**src/rtl/multicycle_control_unit.sv**
```systemverilog
// multicycle_control_unit
//   FSM sequencer for the multi-cycle RV32I core. Each instruction is stepped
//   through FETCH -> DECODE -> EXEC -> (MEM) -> (WB) using a single shared
//   instruction/data memory port. The unit drives the datapath enables, the
//   ALU operation and the PC source. It also counts retired instructions and
//   traps on illegal encodings or memory timeouts.
//
//   Memory handshake: mem_req is raised in FETCH and MEM and stays high until
//   the cycle in which mem_ready is 1. That cycle completes the transfer, and
//   the FSM leaves the state on the following edge. mem_we qualifies mem_req
//   as a store. mem_ready is ignored in every other state.
//
// Ports
//   clk, rst                  rising-edge clock, synchronous active-high reset
//   opcode, funct3            instruction fields, valid from DECODE onward
//   alu_zero                  ALU zero flag, used by branches in EXEC
//   mem_ready                 memory completed the current request
//   mem_req, mem_we, addr_sel memory request, write qualifier, address source
//   ir_write                  load the IR from memory read data
//   reg_write, mem_to_reg     register write strobe and WB source select
//   link_sel                  write PC+4 to the register file (JAL/JALR)
//   alu_src, alu_op           ALU B select; 0 ADD 1 SUB 2 R-funct 3 I-funct 4 PASS_B
//   pc_write, pc_sel          PC update strobe and source (00 +4, 01 br, 10 jal, 11 jalr)
//   trap, trap_cause          sticky fault flag; 01 illegal, 10 memory timeout
//   retire_cnt                completed instruction count (wraps)
//   state_o                   current FSM state for debug
module multicycle_control_unit #(
  parameter int ALUOP_W     = 3,
  parameter int MEM_TIMEOUT = 0,
  parameter int RETIRE_W    = 32,
  parameter int ENABLE_LUI  = 1
) (
  input  logic                clk,
  input  logic                rst,
  input  logic [6:0]          opcode,
  input  logic [2:0]          funct3,
  input  logic                alu_zero,
  input  logic                mem_ready,
  output logic                mem_req,
  output logic                mem_we,
  output logic                addr_sel,
  output logic                ir_write,
  output logic                reg_write,
  output logic                mem_to_reg,
  output logic                link_sel,
  output logic                alu_src,
  output logic [ALUOP_W-1:0]  alu_op,
  output logic                pc_write,
  output logic [1:0]          pc_sel,
  output logic                trap,
  output logic [1:0]          trap_cause,
  output logic [RETIRE_W-1:0] retire_cnt,
  output logic [2:0]          state_o
);

  typedef enum logic [2:0] {
    S_FETCH  = 3'd0,
    S_DECODE = 3'd1,
    S_EXEC   = 3'd2,
    S_MEM    = 3'd3,
    S_WB     = 3'd4,
    S_TRAP   = 3'd7
  } state_t;

  localparam logic [6:0] OP_R      = 7'h33;
  localparam logic [6:0] OP_I      = 7'h13;
  localparam logic [6:0] OP_LOAD   = 7'h03;
  localparam logic [6:0] OP_STORE  = 7'h23;
  localparam logic [6:0] OP_BRANCH = 7'h63;
  localparam logic [6:0] OP_JAL    = 7'h6F;
  localparam logic [6:0] OP_JALR   = 7'h67;
  localparam logic [6:0] OP_LUI    = 7'h37;

  localparam int WAIT_W = (MEM_TIMEOUT > 1) ? $clog2(MEM_TIMEOUT + 1) : 1;

  state_t              state, state_next;
  logic [6:0]          op_q;
  logic [2:0]          f3_q;
  logic [WAIT_W-1:0]   wait_cnt, wait_next;
  logic                trap_q;
  logic [1:0]          cause_q, cause_set;
  logic                trap_set;
  logic [RETIRE_W-1:0] retire_q;
  logic                retire_inc;
  logic                dec_legal;
  logic                timeout;
  logic [2:0]          alu_op_raw;

  // Instruction class of the latched IR fields; only legal opcodes reach EXEC.
  logic is_r, is_br, is_load, is_store, is_jal, is_jalr, is_lui, br_taken;
  assign is_r     = (op_q == OP_R);
  assign is_br    = (op_q == OP_BRANCH);
  assign is_load  = (op_q == OP_LOAD);
  assign is_store = (op_q == OP_STORE);
  assign is_jal   = (op_q == OP_JAL);
  assign is_jalr  = (op_q == OP_JALR);
  assign is_lui   = (op_q == OP_LUI);
  assign br_taken = ((f3_q == 3'b000) && alu_zero) || ((f3_q == 3'b001) && !alu_zero);

  // The wait counter has already counted MEM_TIMEOUT-1 idle cycles and this
  // one is idle too. A mem_ready in the same cycle takes priority.
  assign timeout = (MEM_TIMEOUT > 0) && !mem_ready &&
                   (wait_cnt == WAIT_W'(MEM_TIMEOUT - 1));

  always_comb begin
    case (opcode)
      OP_R, OP_I, OP_LOAD, OP_STORE, OP_JAL, OP_JALR: dec_legal = 1'b1;
      OP_BRANCH: dec_legal = (funct3 == 3'b000) || (funct3 == 3'b001);
      OP_LUI:    dec_legal = (ENABLE_LUI != 0);
      default:   dec_legal = 1'b0;
    endcase
  end

  always_comb begin
    state_next = state;
    wait_next  = '0;
    trap_set   = 1'b0;
    cause_set  = 2'b00;
    retire_inc = 1'b0;
    mem_req    = 1'b0;
    mem_we     = 1'b0;
    addr_sel   = 1'b0;
    ir_write   = 1'b0;
    reg_write  = 1'b0;
    mem_to_reg = 1'b0;
    link_sel   = 1'b0;
    alu_src    = 1'b0;
    alu_op_raw = 3'd0;
    pc_write   = 1'b0;
    pc_sel     = 2'b00;

    case (state)
      S_FETCH: begin
        mem_req = 1'b1;
        if (mem_ready) begin
          ir_write   = 1'b1;
          state_next = S_DECODE;
        end else if (timeout) begin
          trap_set   = 1'b1;
          cause_set  = 2'b10;
          state_next = S_TRAP;
        end else begin
          wait_next = wait_cnt + 1'b1;
        end
      end
      S_DECODE: begin
        if (dec_legal) begin
          state_next = S_EXEC;
        end else begin
          trap_set   = 1'b1;
          cause_set  = 2'b01;
          state_next = S_TRAP;
        end
      end
      S_EXEC: begin
        alu_src = !(is_r || is_br);
        if (is_r)       alu_op_raw = 3'd2;
        else if (is_br) alu_op_raw = 3'd1;
        else if (is_lui) alu_op_raw = 3'd4;
        else if (is_load || is_store || is_jal || is_jalr) alu_op_raw = 3'd0;
        else            alu_op_raw = 3'd3;
        if (is_br) begin
          pc_write   = 1'b1;
          pc_sel     = br_taken ? 2'b01 : 2'b00;
          retire_inc = 1'b1;
          state_next = S_FETCH;
        end else if (is_load || is_store) begin
          state_next = S_MEM;
        end else begin
          state_next = S_WB;
        end
      end
      S_MEM: begin
        mem_req  = 1'b1;
        addr_sel = 1'b1;
        mem_we   = is_store;
        if (mem_ready) begin
          if (is_store) begin
            pc_write   = 1'b1;
            retire_inc = 1'b1;
            state_next = S_FETCH;
          end else begin
            state_next = S_WB;
          end
        end else if (timeout) begin
          trap_set   = 1'b1;
          cause_set  = 2'b10;
          state_next = S_TRAP;
        end else begin
          wait_next = wait_cnt + 1'b1;
        end
      end
      S_WB: begin
        reg_write  = 1'b1;
        mem_to_reg = is_load;
        link_sel   = is_jal || is_jalr;
        pc_write   = 1'b1;
        pc_sel     = is_jal ? 2'b10 : (is_jalr ? 2'b11 : 2'b00);
        retire_inc = 1'b1;
        state_next = S_FETCH;
      end
      S_TRAP: state_next = S_TRAP;
      default: state_next = S_FETCH;
    endcase

    // While reset is held every strobe is forced low, so a request that is
    // in flight when reset arrives is withdrawn right away.
    if (rst) begin
      mem_req    = 1'b0;
      mem_we     = 1'b0;
      addr_sel   = 1'b0;
      ir_write   = 1'b0;
      reg_write  = 1'b0;
      mem_to_reg = 1'b0;
      link_sel   = 1'b0;
      alu_src    = 1'b0;
      alu_op_raw = 3'd0;
      pc_write   = 1'b0;
      pc_sel     = 2'b00;
    end
  end

  always_ff @(posedge clk) begin
    if (rst) begin
      state    <= S_FETCH;
      op_q     <= '0;
      f3_q     <= '0;
      wait_cnt <= '0;
      trap_q   <= 1'b0;
      cause_q  <= 2'b00;
      retire_q <= '0;
    end else begin
      state    <= state_next;
      wait_cnt <= wait_next;
      if (state == S_DECODE) begin
        op_q <= opcode;
        f3_q <= funct3;
      end
      if (trap_set) begin
        trap_q  <= 1'b1;
        cause_q <= cause_set;
      end
      if (retire_inc) retire_q <= retire_q + 1'b1;
    end
  end

  assign alu_op     = ALUOP_W'(alu_op_raw);
  assign trap       = trap_q;
  assign trap_cause = cause_q;
  assign retire_cnt = retire_q;
  assign state_o    = state;

endmodule
```
**config.mk**
```make
export PLATFORM = sky130hd
export DESIGN_NAME = multicycle_control_unit
export DESIGN_NICKNAME = d
export VERILOG_FILES = /design/src/rtl/multicycle_control_unit.sv
export SDC_FILE = /design/constraint.sdc
export NUM_CORES = 1
export LEC_CHECK = 0
export ABC_AREA = 1
export CAP_MARGIN = 20
export CORE_MARGIN = 5
export CORE_UTILIZATION = 24
export DETAILED_ROUTE_END_ITERATION = 10
export SLEW_MARGIN = 30
export SYNTH_ARGS = -nofsm -noshare
export SYNTH_HDL_FRONTEND = slang
export SYNTH_SLANG_ARGS = --single-unit
```
**constraint.sdc**
```tcl
create_clock -name clk -period 1.69 [get_ports clk]
set_input_delay 0.169 -clock clk [delete_from_list [all_inputs] [get_ports clk]]
set_output_delay 0.169 -clock clk [all_outputs]
set_load 0.05 [all_outputs]
```
# Word level (Yosys, flattened, before mapping)
# Index checks and enable logic that the tools add are counted.
[word_totals]
out_inout_bits = 52
regBits = 48
in_bits = 14
[op_classes]
mux = 46
addsub = 1
n_reduce_logical = 17
eq_ne = 24
[ops]
columns = ["cell", "count"]
rows = [
  ["7-bit by 6-bit == test with 1-bit output, second input constant", 6],
  ["7-bit == test, second input constant", 6],
  ["3-bit two-way mux", 11],
  ["32-bit by 1-bit adder with 32-bit output, second input constant", 1],
  ["1-bit two-way mux", 27],
  ["3-bit one-hot mux with 5 select lines", 1],
  ["7-bit by 2-bit == test with 1-bit output, second input constant", 2],
  ["3-bit by 1-bit == test with 1-bit output, second input constant", 3],
  ["3-bit zero test", 3],
  ["2-bit two-way mux", 4],
  ["7-bit by 5-bit == test with 1-bit output, second input constant", 1],
  ["1-bit logical OR", 7],
  ["7-bit OR reduction", 1],
  ["3-bit by 2-bit == test with 1-bit output, second input constant", 2],
  ["3-bit == test, second input constant", 2],
  ["2-bit inequality test, second input constant", 2],
  ["2-bit one-hot mux with 2 select lines", 1],
  ["1-bit one-hot mux with 3 select lines", 1],
  ["1-bit logical AND", 2],
  ["1-bit zero test", 2],
  ["1-bit one-hot mux with 2 select lines", 1],
  ["2-bit AND reduction", 1],
  ["2-bit OR reduction", 1],
]

# Logic depth before layout (Yosys ltp)
# Gate-level depths: netlist (run 1).
[logic_depth]
word_depth = 10
ltp_mapped = 11
depth_no_buf = 10

# Worst setup path before layout (run 1)
# No wires, ideal clock.
[synth_path]
kind = "reg-to-output"
start = "register state[2], in the netlist state_o[2]"
end = "output link_sel"
path_slack_ps = -1252
t_arrival_ps = 2773
path_stages_with_launch = 5
t_required_ps = 1521
path_cell_list = "dfxtp_1 buf_4 nand2_1 clkbuf_1 nor4_1"
[synth_via]
elab_chain_len = 3
[synth_lines]
columns = ["item", "line", "source"]
rows = [
  ["start: declaration", "76", "state_t state, state_next;"],
  ["start signal: assignment", "233", "state <= state_next;"],
  ["3-bit == test", "132", "case (state)"],
  ["1-bit two-way mux", "132", ""],
  ["1-bit two-way mux", "208", "if (rst) begin"],
  ["end: declaration", "45", "output logic link_sel,"],
]
# No other way between the ends.

# Worst setup path after layout (run 1)
[layout_path]
start = "register op_q[4]"
end = "output link_sel"
[layout_via]
elab_chain_len = 4
[layout_lines]
columns = ["item", "line", "source"]
rows = [
  ["start: declaration", "77", "logic [6:0] op_q;"],
  ["start signal: assignment", "236", "op_q <= opcode;"],
  ["7-bit == test, on equally long branches", "95, 96", ""],
  ["1-bit logical OR *", "196", "link_sel = is_jal || is_jalr;"],
  ["1-bit two-way mux *", "132", ""],
  ["1-bit two-way mux *", "208", ""],
]
# Mark *: on every way between the ends. The rest lies on a longest branch, timed or not.

==> results of run 1 <==
## worst max-delay path: stages (launching register included)
cell	delay [ns]
dfxtp_4	0.36
inv_4	0.07
nand2_4	0.05
nor2_4	0.15
inv_4	0.07
buf_6	0.12
nor4_4	0.34
buf_12	0.18
## placed cells by master (no fill, tap or decap), types with 2 or more instances in the layout
cell	n
nand2_4	8
o21ai_0	12
dfxtp_2	7
nand3_1	20
xor2_1	7
nor2_4	12
a21oi_1	29
clkdlybuf4s50_1	12
nor2_1	68
dfxtp_1	35
inv_2	4
inv_1	38
nand2_1	136
dfxtp_4	5
a211oi_1	2
nand3_2	2
xnor2_1	4
clkbuf_16	6
buf_6	9
nand3_4	4
nor3_4	4
a21oi_2	4
nand2_2	10
buf_12	11
inv_4	5
nor4_4	3
nor2_2	15
nand4_1	26
buf_4	65
## routing by layer
metal	wire length (um)	track usage	vias up
li1	-	-	1740
met1	4350	0.166	1566
met2	4780	0.225	93
met3	671	0.0410	17
met4	184	0.0420	0
met5	0	0	-
## layout make-up
type                    instances  area, um^2  area share
flip-flops and latches         47         968       0.211
well taps                     172         215      0.0468
multi-input cells             376        2100       0.456
clock buffers                   7         154      0.0335
inverters                      49         201      0.0438
clock inverters                 1        30.0     0.00653
repair buffers                 98         935       0.203
## logic make-up after synthesis
| family | count (synthesis) | share of synthesized area |
|---|---|---|
| AO/OA/AOI/OAI | 51 | 0.0915 |
| XOR/XNOR | 11 | 0.0317 |
| flip-flops | 47 | 0.310 |
| AND/OR/NAND/NOR | 312 | 0.458 |
| adder cells (fa/ha/maj) | 1 | 0.00412 |
| buffers and inverters | 67 | 0.103 |
| other | 1 | 0.00124 |
## report_power, final
part	internal (mW)	leakage, nW	switching [mW]
Clock	0.789	0.0893	0.430
Combinational	0.688	1.30	1.17
Sequential	1.30	0.387	0.193
Total	2.78	1.77	1.79
## sequential cells by signal (all words and copies together) (netlist names)
register and count:
op_q 7, state_o 3, f3_q 3, retire_cnt 32
trap_cause 1, trap 1
## timing repair
item,CTS,global route
pin swaps,16,18
setup buffers,11,4
setup endpoints to repair,11,17
gates resized for setup,39,36
## per-stage QoR
step | instance area [um^2] | hold slack (ns)
global route | 4600 | 0.224
floorplan | 3190 | 0.317
detailed placement | 4060 | 0.445
CTS | 4430 | 0.206
finish | 4600 | 0.228
global placement | 4060 | 0.445
## path summary, 6_finish.rpt
path                    endpoint  slack [ns]
hold reg to reg    trap_cause[0]        0.46
setup reg to reg  retire_cnt[17]        0.13
hold / removal           op_q[6]        0.23
setup / recovery        link_sel       -0.11
==> flow_summary.ini, run 1 <==
[layout]
postLayoutCoreUtil = 0.367
filler_cell_count = 1342
n_antenna_cell = 0
syn_to_final_growth_pct = 51.5
drive_above_1_share = 0.317
nets = 592
stdcell_count = 750

[power]
finalPower_mw = 4.58
leakage_nw = 1.77
power-per-cell-area_mw_per_mm2 = 995
vdd_drop_max_mv = 0.630

[cts]
cts-root-buf = clkbuf_16
clock_latency_ns = 0.29
htree_levels = 2
cts_sinks = 47
ctsHoldBuffers = 0
clockBufferDepth = 2
cts_tree = built
cts_buffers = 5
clkTransAtPathRegs_ns = 0.06

[sta]
max_clock_freq_ghz = 0.555
finalHoldViolCount = 0
report.final.slew_viol_count = 0
setup_viol = 8
fin_skew_ns = 0.00661
fin_crit_sh = 1.07
finalSetupTns_ns = -0.577
post-route-min-period_ns = 1.80
setup_slack_ns = -0.113
grt_setup_unrepaired = true

[synth]
synth_top_area_frac = 0.310
synth_largest_area_cell = dfxtp_1
syn_inst = 490
syn_avg_cell_area_um2 = 6.19
ys_ff_latch = 47
yosysWarnings = 0
yosys_most_used_dff = dfxtp_1
synthArstFlopShare = 0
yosys-top-cells-count = nand2_1 (148), nor2_1 (82), dfxtp_1 (47), inv_1 (47), a21oi_1 (30)
syn_nets = 505
ys_types = 33
ys_seq_area_frac = 0.310
synth_most_common_cell = nand2_1
netlist_area_mm2 = 0.00304
synthTopCellsByArea = dfxtp_1 (31%), nand2_1 (18%), nor2_1 (10%)
synth_edf_count = 0

[floorplanning]
ios = 66
core_area_mm2 = 0.0125
die_w_um = 122
dieArea_mm2 = 0.0150
row_count = 41
start_util = 0.243
die_h_um = 122

[placement]
hpwl_um = 7290
preCtsSetupSlack_ns = 0.0490
dp.cells = 727
io_buffer_count = 64
gp_congestion = 0.900

[detailed_routing]
wire_per_inst_um = 13.3
vias_per_cell = 4.55
drc_errors = 0
drtPass1Iterations = 5
drtIter0Drc = 195
num_vias = 3416
drt-total-wl_um = 9990
drtAntennaViolNets = 0

[global_route]
grt_first_pass_wirelength_um = 16300
grt_max_degree = 45
track_usage = 0.134
antenna_found_initial = 0
grt_pass1_vias = 3327
overflow = 0

[hold_path]
hold_path_startpoint = rst
hold_path.class = input port to flip-flop
whs_path_depth = 2

[critical_path]
crit_start = op_q[4]
startpoint_type = flip-flop
worstPathArrival_ns = 1.63
reg2reg_depth = 10
reg2reg_from = state_o[0]
crit_path_end_kind = output port
crit_type = flip-flop to output port
required_ns = 1.52
critPathMaxFanout = 4

[job]
drv_cap = 0

[status]
violations = setup timing
status = finished with violations
(Power assumes the default switching activity.)
==> run 2, diff against run 1 <==
--- a/config.mk
+++ b/config.mk
@@ -7,9 +7,12 @@
 export LEC_CHECK = 0
 export ABC_AREA = 1
 export CAP_MARGIN = 20
+export CELL_PAD_IN_SITES_DETAIL_PLACEMENT = 1
+export CELL_PAD_IN_SITES_GLOBAL_PLACEMENT = 2
 export CORE_MARGIN = 5
 export CORE_UTILIZATION = 24
 export DETAILED_ROUTE_END_ITERATION = 10
+export PLACE_DENSITY_LB_ADDON = 0.1
 export SLEW_MARGIN = 30
 export SYNTH_ARGS = -nofsm -noshare
 export SYNTH_HDL_FRONTEND = slang
==> flow_summary.ini, run 2 (synthesized netlist as in run 1, its figures left out) <==
[status]
status = finished with violations
violations = setup timing

[floorplanning]
start_util = 0.243
core_area_mm2 = 0.0125
row_count = 41
die_w_um = 122
die_h_um = 122
ios = 66
dieArea_mm2 = 0.0150

[layout]
drive_above_1_share = 0.327
nets = 608
syn_to_final_growth_pct = 55.8
layout_commonest_cell = nand2_1
final_cell_mix = nand2_1 (137), buf_4 (75), nor2_1 (72)
finalInstanceArea_mm2 = 0.00473
largest_reg_flops = 32
filler_cell_count = 1626
n_antenna_cell = 0

[cts]
clockBufferDepth = 2
ctsHoldBuffers = 0
clkTransAtPathRegs_ns = 0.07
cts_tree = built
cts_sinks = 47
cts-root-buf = clkbuf_16
cts_buffers = 5
clock_latency_ns = 0.30
htree_levels = 2

[placement]
hpwl_um = 8840
gp_congestion = 0.755
io_buffer_count = 64
dpl-instance-area_mm2 = 0.00424

[job]
drv_cap = 0

[detailed_routing]
drtPass1Iterations = 4
drt-total-wl_um = 11400
vias_per_cell = 4.56
num_vias = 3491
drtAntennaViolNets = 0
drc_errors = 0
drtIter0Drc = 82
wire_per_inst_um = 14.9

[critical_path]
startpoint_type = flip-flop
critPathMaxFanout = 3
reg2reg_depth = 12
worstPathArrival_ns = 1.61
crit_type = flip-flop to output port
crit_path_end_kind = output port
required_ns = 1.52

[sta]
setup_viol = 7
worst_pin_slew_ns = 0.503
fin_skew_ns = 0.0100
report.final.slew_viol_count = 0
fin_crit_sh = 1.05
slew_headroom = 0.664
finalHoldViolCount = 0
whs_ns = 0.408
post-route-min-period_ns = 1.78
setup_slack_ns = -0.0863
grt_setup_unrepaired = true
max_clock_freq_ghz = 0.563

[global_route]
grt_first_pass_wirelength_um = 18100
grt_max_degree = 20
overflow = 0
antenna_found_initial = 0
grt_pass1_vias = 3543
track_usage = 0.156

[power]
p_seq_frac = 0.319
pwr-share-clk = 0.263
power-per-cell-area_mw_per_mm2 = 974
leakage_nw = 1.86
switchingPower_mw = 1.81
swShare = 0.392
combPwrFrac = 0.418
vdd_drop_max_mv = 0.684
intPower_mw = 2.80
finalPower_mw = 4.61

[hold_path]
whs_path_depth = 3
hold_path.class = input port to flip-flop
[run 2: metal layers]
| layer | track usage | up-vias | share of wire |
|---|---|---|---|
| li1 | - | 1776 | - |
| met1 | 0.177 | 1663 | 0.42 |
| met2 | 0.292 | 42 | 0.54 |
| met3 | 0.0336 | 10 | 0.031 |
| met4 | 0.0406 | 0 | 0.014 |
| met5 | 0 | - | 0 |
[run 2: timing repair]
action,4_1_cts,5_1_grt
setup endpoints to repair,10,26
gates resized for setup,33,29
hold endpoints to repair,0,0
buffers inserted,7,4
gates cloned,0,2
pin swaps,13,10
[run 2: area by class of cell]
cell class / instances / area [um^2] / area share
Inverter: 49 / 196 / 0.0415
Clock buffer: 6 / 139 / 0.0294
Tap cell: 172 / 215 / 0.0455
Multi-Input combinational cell: 376 / 2040 / 0.431
Clock inverter: 2 / 35.0 / 0.00741
Sequential cell: 47 / 967 / 0.204
Timing Repair Buffer: 114 / 1140 / 0.240
[run 2: worst paths after layout]
path	start	slack, ns	end
min reg2reg	trap	0.46	trap
min	rst	0.41	retire_cnt[22]
max	op_q[4]	-0.09	link_sel
max reg2reg	op_q[4]	0.09	retire_cnt[3]
[run 2: power by group through the flow]
stage | sequential [mW] | clock (mW) | combinational [mW]
finish | 1.47 | 1.21 | 1.93
global placement | 1.42 | 0 | 1.60
floorplan | 1.57 | 0 | 0.889
detailed placement | 1.43 | 0 | 1.60
global route | 1.49 | 1.30 | 2.07
CTS | 1.45 | 1.26 | 1.73
[run 2: worst max-delay path: stages (launching register included)]
cell and delay, ns:
dfxtp_2 0.34, inv_2 0.08, nand2_2 0.06, nor2_4 0.13, inv_4 0.06, buf_6 0.12
nor4_4 0.33, buf_12 0.18
[run 2: per-stage QoR]
stage	utilization	instances	TNS [ns]	setup slack [ns]
finish	0.378	766	-0.358	-0.0863
global route	0.378	766	-1.03	-0.152
CTS	0.363	760	-0.456	-0.103
detailed placement	0.338	745	0	0.0697
global placement	0.338	745	0	0.0933
floorplan	-	490	-0.0594	-0.0381
==> run 3, diff against run 2 <==
--- a/config.mk
+++ b/config.mk
@@ -10,7 +10,7 @@
 export CELL_PAD_IN_SITES_DETAIL_PLACEMENT = 1
 export CELL_PAD_IN_SITES_GLOBAL_PLACEMENT = 2
 export CORE_MARGIN = 5
-export CORE_UTILIZATION = 24
+export CORE_UTILIZATION = 27
 export DETAILED_ROUTE_END_ITERATION = 10
 export PLACE_DENSITY_LB_ADDON = 0.1
 export SLEW_MARGIN = 30
==> flow_summary.ini, run 3 (synthesized netlist as in run 1, its figures left out) <==
[detailed_routing]
drc_errors = 0
num_vias = 3503
drtPass1Iterations = 4
drt-total-wl_um = 11300
drtAntennaViolNets = 0
drtIter0Drc = 154
wire_per_inst_um = 15.6
vias_per_cell = 4.83

[sta]
setup_viol = 8
report.final.slew_viol_count = 0
fin_crit_sh = 1.04
grt_setup_unrepaired = true
slew_headroom = 0.664
finalSetupTns_ns = -0.326
setup_slack_ns = -0.0615
post-route-min-period_ns = 1.75
max_clock_freq_ghz = 0.571
finalHoldViolCount = 0
fin_skew_ns = 0.00460
whs_ns = 0.283
worst_pin_slew_ns = 0.502

[critical_path]
crit_family = simple AND/OR/NAND/NOR gates
startpoint_type = flip-flop
reg2reg_depth = 8
reg2reg_from = retire_cnt[6]
path_depth = 7
crit_chain = nand2_2, inv_4, nand2_4, nor2_4, buf_4, nor4_4, buf_12
cpMaxStageDelayCell = dfxtp_2
cpPeakStageDelay_ns = 0.33
worstPathArrival_ns = 1.58
critPathMaxFanout = 4
crit_path_end_kind = output port
crit_type = flip-flop to output port
required_ns = 1.52
reg2reg_to = retire_cnt[23]
r2r_slack_ns = 0.17
critPathBufInv = 3

[global_route]
track_usage = 0.177
grt_first_pass_wirelength_um = 18700
grt_max_degree = 27
grt_pass1_vias = 3717
antenna_found_initial = 0
overflow = 0

[cts]
clock_latency_ns = 0.30
cts_tree = built
ctsHoldBuffers = 0
cts_buffers = 5
clockBufferDepth = 2
cts_sinks = 47
htree_levels = 2
clkTransAtPathRegs_ns = 0.07
cts-root-buf = clkbuf_16

[layout]
finalInstanceArea_mm2 = 0.00460
n_antenna_cell = 0
syn_to_final_growth_pct = 51.4
filler_cell_count = 1398
layout_commonest_cell = nand2_1
largest_reg_flops = 32
postLayoutCoreUtil = 0.420
drive_above_1_share = 0.324
nets = 600
final_cell_mix = nand2_1 (138), buf_4 (71), nor2_1 (67)

[floorplanning]
dieArea_mm2 = 0.0135
ios = 66
die_w_um = 116
die_h_um = 116
start_util = 0.278
core_area_mm2 = 0.0109
row_count = 38

[placement]
dpl-instance-area_mm2 = 0.00416
gp_congestion = 0.811
io_buffer_count = 64
hpwl_um = 8780

[hold_path]
whs_path_depth = 2
hold_end = retire_cnt[4]
hold_path_startpoint = rst
hold_path.class = input port to flip-flop

[job]
drv_cap = 0

[power]
vdd_drop_max_mv = 0.669
finalPower_mw = 4.53
power-per-cell-area_mw_per_mm2 = 986
leakage_nw = 1.79

[status]
violations = setup timing
status = finished with violations
## run 3: power breakdown
group | internal (mW) | leakage [nW] | switching (mW)
combinational | 0.695 | 1.32 | 1.16
sequential | 1.30 | 0.388 | 0.170
clock | 0.737 | 0.0868 | 0.464
total | 2.74 | 1.79 | 1.80
## run 3: metrics by stage
stage          cells  worst slack (ns)
2_1_floorplan    490           -0.0381
3_3_place_gp     707             0.107
4_1_cts          723            -0.105
3_5_place_dp     707            0.0318
6_report         726           -0.0615
5_1_grt          726            -0.153
## run 3: repair_timing
action,CTS,global route
resized for setup,43,18
buffers inserted,8,3
endpoints found under the setup margin,10,19
hold endpoints to repair,0,0
pin swaps,13,6
## run 3: final cells by class
| cell class | count | area (um^2) | share of cell area |
|---|---|---|---|
| clock inverter | 2 | 35.0 | 0.00762 |
| clock buffer | 6 | 139 | 0.0302 |
| multi-input combinational | 376 | 2050 | 0.445 |
| tap | 140 | 175 | 0.0381 |
| inverter | 49 | 196 | 0.0427 |
| sequential | 47 | 971 | 0.211 |
| timing repair buffer | 106 | 1030 | 0.225 |
## run 3: worst max-delay path by stage
stage,start,end,slack (ns)
2_1_floorplan,state_o[2],alu_op[2],-0.04
6_report,op_q[0],alu_op[1],-0.06
3_3_place_gp,opcode[6],state_o[0],0.11
4_1_cts,state_o[0],alu_op[2],-0.10
3_5_place_dp,op_q[4],alu_op[1],0.03
5_1_grt,state_o[1],pc_write,-0.15
## run 3: layer usage
metal,routed length (um),global-route usage
met5,0,0
met1,4650,0.198
met4,135,0.0402
met3,436,0.0423
met2,6100,0.338
